## config.mk

```make
export PLATFORM = sky130hd
export DESIGN_NAME = iomem_gpio_ctrl_flat
export DESIGN_NICKNAME = d
export VERILOG_FILES = /design/src/rtl/iomem_if.sv /design/src/rtl/iomem_gpio_ctrl.sv /design/src/flat_wrapper.sv
export SDC_FILE = /design/constraint.sdc
export NUM_CORES = 1
export LEC_CHECK = 0
export ABC_CLOCK_PERIOD_IN_PS = 1880
export CAP_MARGIN = 15
export CORE_MARGIN = 2
export CORE_UTILIZATION = 42
export DETAILED_ROUTE_END_ITERATION = 6
export PLACE_DENSITY = 0.83
export SYNTH_ARGS = -nofsm -noshare
export SYNTH_HDL_FRONTEND = slang
export SYNTH_SLANG_ARGS = --single-unit
```

## constraint.sdc

```tcl
create_clock -name clk_bufg -period 1.88 [get_ports clk_bufg]
set_clock_uncertainty 0.05 [all_clocks]
set_input_delay 0.282 -clock clk_bufg [delete_from_list [all_inputs] [get_ports clk_bufg]]
set_output_delay 0.282 -clock clk_bufg [all_outputs]
set_load 0.02 [all_outputs]
```

## src/rtl/iomem_if.sv

```systemverilog
// PicoSoC iomem bus bundle: request, strobes, address, data and one-cycle ack.
// Ports: master drives valid/wstrb/addr/wdata; slave drives ready/rdata.
interface iomem_if;
    logic        iomem_valid;
    logic        iomem_ready;
    logic [3:0]  iomem_wstrb;
    logic [31:0] iomem_addr;
    logic [31:0] iomem_wdata;
    logic [31:0] iomem_rdata;

    modport master (
        output iomem_valid,
        output iomem_wstrb,
        output iomem_addr,
        output iomem_wdata,
        input  iomem_ready,
        input  iomem_rdata
    );

    modport slave (
        input  iomem_valid,
        input  iomem_wstrb,
        input  iomem_addr,
        input  iomem_wdata,
        output iomem_ready,
        output iomem_rdata
    );
endinterface

```

## src/rtl/iomem_gpio_ctrl.sv

```systemverilog
// GPIO peripheral on the iomem bus: OUT/DIR/IN/IRQ_EN/IRQ_STATUS registers,
// synchronised inputs, primed rising-edge capture and a registered level irq.
// Ports: clk_bufg, resetn (sync, active-low), bus (iomem_if.slave),
// gpio_in (async pins), gpio_out (OUT), gpio_oe (DIR), irq.
// Optional: define GPIO_TOGGLE_EN to map the write-only TOGGLE register at 0x14.
module iomem_gpio_ctrl #(
    parameter int         WIDTH       = 8,
    parameter logic [7:0] BASE_ADDR   = 8'h03,
    parameter int         SYNC_STAGES = 2
) (
    input  logic             clk_bufg,
    input  logic             resetn,
    iomem_if.slave           bus,
    input  logic [WIDTH-1:0] gpio_in,
    output logic [WIDTH-1:0] gpio_out,
    output logic [WIDTH-1:0] gpio_oe,
    output logic             irq
);
    localparam logic [2:0] PRIME_N = 3'(SYNC_STAGES + 1);

    logic [SYNC_STAGES-1:0][WIDTH-1:0] sync_q;
    logic [WIDTH-1:0] prev_q;
    logic [WIDTH-1:0] en_q;
    logic [WIDTH-1:0] st_q;
    logic [2:0]       prime_cnt;

    logic             primed;
    logic             sel;
    logic             wr;
    logic [5:0]       off;
    logic [31:0]      lane_mask;
    logic [WIDTH-1:0] wmask;
    logic [WIDTH-1:0] wbits;
    logic [WIDTH-1:0] s_last;
    logic [WIDTH-1:0] rise;
    logic [WIDTH-1:0] w1c;
    logic [WIDTH-1:0] st_next;
    logic [WIDTH-1:0] rd_val;
    logic             hit_out;
    logic             hit_dir;
    logic             hit_en;
    logic             hit_st;
    logic             hit_tgl;
    logic             unused_bits;

    assign sel = bus.iomem_valid && !bus.iomem_ready
              && (bus.iomem_addr[31:24] == BASE_ADDR);
    assign wr  = |bus.iomem_wstrb;
    assign off = bus.iomem_addr[7:2];

    assign lane_mask = {{8{bus.iomem_wstrb[3]}}, {8{bus.iomem_wstrb[2]}},
                        {8{bus.iomem_wstrb[1]}}, {8{bus.iomem_wstrb[0]}}};
    assign wmask = lane_mask[WIDTH-1:0];
    assign wbits = bus.iomem_wdata[WIDTH-1:0] & wmask;

    assign hit_out = sel && wr && (off == 6'h00);
    assign hit_dir = sel && wr && (off == 6'h01);
    assign hit_en  = sel && wr && (off == 6'h03);
    assign hit_st  = sel && wr && (off == 6'h04);
`ifdef GPIO_TOGGLE_EN
    assign hit_tgl = sel && wr && (off == 6'h05);
`else
    assign hit_tgl = 1'b0;
`endif

    // Priming masks the spurious edge a pin already high at reset would
    // produce while the synchroniser fills.
    assign primed  = (prime_cnt == PRIME_N);
    assign s_last  = sync_q[SYNC_STAGES-1];
    assign rise    = s_last & ~prev_q & {WIDTH{primed}};
    assign w1c     = hit_st ? wbits : '0;
    assign st_next = (st_q & ~w1c) | rise;

    assign unused_bits = ^{bus.iomem_addr[23:8], bus.iomem_addr[1:0],
                           bus.iomem_wdata};

    always_comb begin
        rd_val = '0;
        case (off)
            6'h00:   rd_val = gpio_out;
            6'h01:   rd_val = gpio_oe;
            6'h02:   rd_val = s_last;
            6'h03:   rd_val = en_q;
            6'h04:   rd_val = st_q;
            default: rd_val = '0;
        endcase
    end

    always_ff @(posedge clk_bufg) begin
        if (!resetn) begin
            sync_q          <= '0;
            prev_q          <= '0;
            prime_cnt       <= '0;
            gpio_out        <= '0;
            gpio_oe         <= '0;
            en_q            <= '0;
            st_q            <= '0;
            irq             <= 1'b0;
            bus.iomem_ready <= 1'b0;
            bus.iomem_rdata <= '0;
        end else begin
            sync_q <= {sync_q[SYNC_STAGES-2:0], gpio_in};
            prev_q <= s_last;
            if (!primed) prime_cnt <= prime_cnt + 3'd1;

            st_q <= st_next;
            // irq trails the status/enable registers by one edge.
            irq  <= |(st_q & en_q);

            bus.iomem_ready <= sel;
            bus.iomem_rdata <= (sel && !wr) ? 32'(rd_val) : '0;

            if (hit_out) gpio_out <= (gpio_out & ~wmask) | wbits;
            else if (hit_tgl) gpio_out <= gpio_out ^ wbits;
            if (hit_dir) gpio_oe <= (gpio_oe & ~wmask) | wbits;
            if (hit_en)  en_q    <= (en_q & ~wmask) | wbits;
        end
    end
endmodule

```

## src/flat_wrapper.sv

```systemverilog
// flat-port wrapper written by rule: the top's interface ports become plain ports
module iomem_gpio_ctrl_flat 
#(
    parameter int         WIDTH       = 8,
    parameter logic [7:0] BASE_ADDR   = 8'h03,
    parameter int         SYNC_STAGES = 2
)
  (clk_bufg, resetn, gpio_in, gpio_out, gpio_oe, irq, bus_iomem_valid, bus_iomem_wstrb, bus_iomem_addr, bus_iomem_wdata, bus_iomem_ready, bus_iomem_rdata);
  iomem_if bus_i ();
  input  logic clk_bufg;
  input  logic resetn;
  input  logic [WIDTH-1:0] gpio_in;
  output logic [WIDTH-1:0] gpio_out;
  output logic [WIDTH-1:0] gpio_oe;
  output logic irq;
  input wire logic [$bits(bus_i.iomem_valid)-1:0] bus_iomem_valid;
  input wire logic [$bits(bus_i.iomem_wstrb)-1:0] bus_iomem_wstrb;
  input wire logic [$bits(bus_i.iomem_addr)-1:0] bus_iomem_addr;
  input wire logic [$bits(bus_i.iomem_wdata)-1:0] bus_iomem_wdata;
  output wire logic [$bits(bus_i.iomem_ready)-1:0] bus_iomem_ready;
  output wire logic [$bits(bus_i.iomem_rdata)-1:0] bus_iomem_rdata;
  assign bus_i.iomem_valid = bus_iomem_valid;
  assign bus_i.iomem_wstrb = bus_iomem_wstrb;
  assign bus_i.iomem_addr = bus_iomem_addr;
  assign bus_i.iomem_wdata = bus_iomem_wdata;
  assign bus_iomem_ready = bus_i.iomem_ready;
  assign bus_iomem_rdata = bus_i.iomem_rdata;
  iomem_gpio_ctrl #(.WIDTH(WIDTH), .BASE_ADDR(BASE_ADDR), .SYNC_STAGES(SYNC_STAGES)) u_core (.clk_bufg(clk_bufg), .resetn(resetn), .bus(bus_i), .gpio_in(gpio_in), .gpio_out(gpio_out), .gpio_oe(gpio_oe), .irq(irq));
endmodule
```

==> impl_metrics.json <==
{
  "irDropWorstVdd_v": 0.000486,
  "max_stage_delay_ns": 0.63,
  "p_per_area_nw_per_um2": 748,
  "drc_errors": 0,
  "setup_slack_ns": 0.213,
  "setup_viol": 0,
  "avgSynthCellArea_sq_um": 9.70,
  "clk_latency_ns": 0.34,
  "final_cell_mix": "dfxtp_1 (69), clkdlybuf4s50_1 (61), nand2_1 (45), and2_1 (26), mux2i_1 (25)",
  "routed-via-count": 2301,
  "worstPathArrival_ns": 1.34,
  "ys_seq_elements": 69,
  "core_sq_um": 6760,
  "crit_fanout": 3,
  "dpl.hpwl_microns": 4660,
  "gp_congestion": 0.797,
  "place_ws_ns": -0.136,
  "synthAdderAreaFrac_pct": 0.857,
  "crit_path_end_kind": "primary output",
  "met1_length_microns": 2490,
  "layout-drive-gt1-share_pct": 10.7,
  "fin_nets": 451,
  "critPathSlowestCell": "clkdlybuf4s50_1",
  "rows": 30,
  "cap_violations": 0,
  "grt.overflow.total": 0,
  "dieWidth_microns": 87.4,
  "wl_met2_microns": 3160,
  "place_inst": 439,
  "synth-compound-area-share_pct": 11.5,
  "initial_core_util_pct": 43.2,
  "wl_met3_microns": 432,
  "cp-start-kind": "flip-flop",
  "grt.total_usage_pct": 17.5,
  "postRouteWirelength_microns": 6150,
  "final_cells": 455,
  "grt_pass1_wl_microns": 10200,
  "hold_viol_final": 0,
  "drtAntennaViolNets": 0,
  "critical_path_buf_inv_count": 1,
  "die_area_sq_um": 7630,
  "top_layer_used": "met4",
  "rsz0062_at_grt": "false",
  "synth_top_family_by_area": "simple AND/OR/NAND/NOR gates",
  "status": "complete, no violations",
  "drtIter0Drc": 95,
  "final_util_pct": 56.0,
  "postSynth.asyncResetShare_pct": 0,
  "ys_warn_count": 0,
  "detailed_place.area_sq_um": 3610,
  "grt_max_degree": 60,
  "synth_edf_count": 0,
  "n_antenna_cell": 0,
  "port-buffer-count": 62,
  "period_needed_ns": 1.67,
  "crit_required_ns": 1.55,
  "clock_path_buffers": 2,
  "max_freq_mhz": 600,
  "path_delay_family": "buffers and inverters",
  "syn_area_sq_um": 2920,
  "cts_buffers": 9,
  "fillCellCount": 604,
  "cts_tree": "done",
  "postCtsHoldBufs": 0,
  "mostFrequentLayoutCell": "dfxtp_1",
  "hold_path.class": "in2reg",
  "wire_per_inst_microns": 13.5,
  "antenna_found_initial": 0,
  "syn_inst": 301,
  "power_leakage_nw": 1.51,
  "drt-pass1-iter-count": 4,
  "synth-xor-area-share_pct": 0.300,
  "crit_type": "reg2out",
  "synthMuxAreaShare_pct": 11.7,
  "clkSinkCount": 69,
  "grt_pass1_vias": 2218,
  "ys_types": 30,
  "vias_per_cell": 5.06,
  "cts_resized": 0,
  "ctsRootBufferMaster": "clkbuf_8",
  "fin_area_sq_um": 3780,
  "die_h_microns": 87.4,
  "post-cts-setup-buffers": 0,
  "yosys.area_share.simple_pct": 17.2,
  "post-route-period-util_pct": 88.7,
  "ys_seq_area_share_pct": 47.3,
  "worstPathCellList": "clkdlybuf4s50_1",
  "reg2reg_slack_ns": 0.33,
  "io-pin-count": 129,
  "cts_max_level": 3,
  "slew_viol_final": 0,
  "clk_pin_slew_ns": 0.07,
  "syn_to_final_growth_pct": 29.7,
  "synthFlopType": "dfxtp_1"
}
-- cells in the mapped netlist, types with 2 or more instances --
| cell | n | area [sq um] |
|---|---|---|
| inv_1 | 10 | 37.5 |
| ha_1 | 2 | 25.0 |
| clkbuf_1 | 8 | 30.0 |
| buf_2 | 4 | 20.0 |
| buf_4 | 28 | 210 |
| nor2_1 | 11 | 41.3 |
| and4_1 | 2 | 17.5 |
| a21oi_1 | 9 | 45.0 |
| nand2_1 | 45 | 169 |
| buf_6 | 2 | 22.5 |
| and2_1 | 26 | 163 |
| o21a_1 | 8 | 60.1 |
| a22o_1 | 8 | 70.1 |
| dfxtp_1 | 69 | 1380 |
| a31oi_1 | 8 | 50.1 |
| a22oi_1 | 12 | 90.1 |
| mux2i_1 | 25 | 250 |
| and3b_1 | 3 | 26.3 |
| and3_1 | 2 | 12.5 |
| mux2_2 | 8 | 90.1 |
| nor4_2 | 2 | 25.0 |
-- layout make-up --
type | instances | area [sq um] | area share (%)
Clock inverter | 1 | 5.00 | 0.132
Inverter | 10 | 37.5 | 0.992
Multi-Input combinational cell | 203 | 1300 | 34.4
Sequential cell | 69 | 1380 | 36.5
Clock buffer | 15 | 166 | 4.40
Timing Repair Buffer | 77 | 791 | 20.9
Tap cell | 80 | 100 | 2.64
-- routing by layer --
layer / track usage, % / up-vias
met1: 20.4 / 1097
met4: 5.03 / 0
met3: 6.45 / 7
met5: 0 / -
li1: - / 1109
met2: 29.8 / 88
-- path summary, 6_finish.rpt --
| kind | cells past startpoint | startpoint | end |
|---|---|---|---|
| worst max-delay path | 1 | flip-flop | gpio_oe[3] |
| worst min-delay path | 3 | resetn | flip-flop |
| worst max register to register | 5 | u_core.bus.iomem_ready$_SDFF_PN0_ | flip-flop |
| worst min register to register | 1 | u_core.sync_q[2]$_SDFF_PN0_ | u_core.s_last[2]$_SDFF_PN0_ |
-- power breakdown --
| part | internal, mW | switching, mW |
|---|---|---|
| Combinational | 0.129 | 0.143 |
| Clock | 0.551 | 0.492 |
| Sequential | 1.50 | 0.0196 |
-- cell families (layout without fill, tap and decap cells) --
group	Yosys count	count (layout)
adders and majority gates	2	2
AOI/OAI and AO/OA	47	47
DFF	69	69
muxes	33	33
buffers and inverters	52	103
other	1	24
and+or+nand+nor	96	96
xor gates and xnor gates	1	1
-- per-stage QoR --
stage	power (mW)	hold slack [ns]	setup TNS, ns
final	2.83	0.235	0
after global routing	2.97	0.215	0
after CTS	2.87	0.215	0
after detailed placement	1.82	0.374	-2.27
after global placement	1.81	0.368	-1.62
after floorplan	1.73	0.359	0
Power figures use the tool's default switching activity.
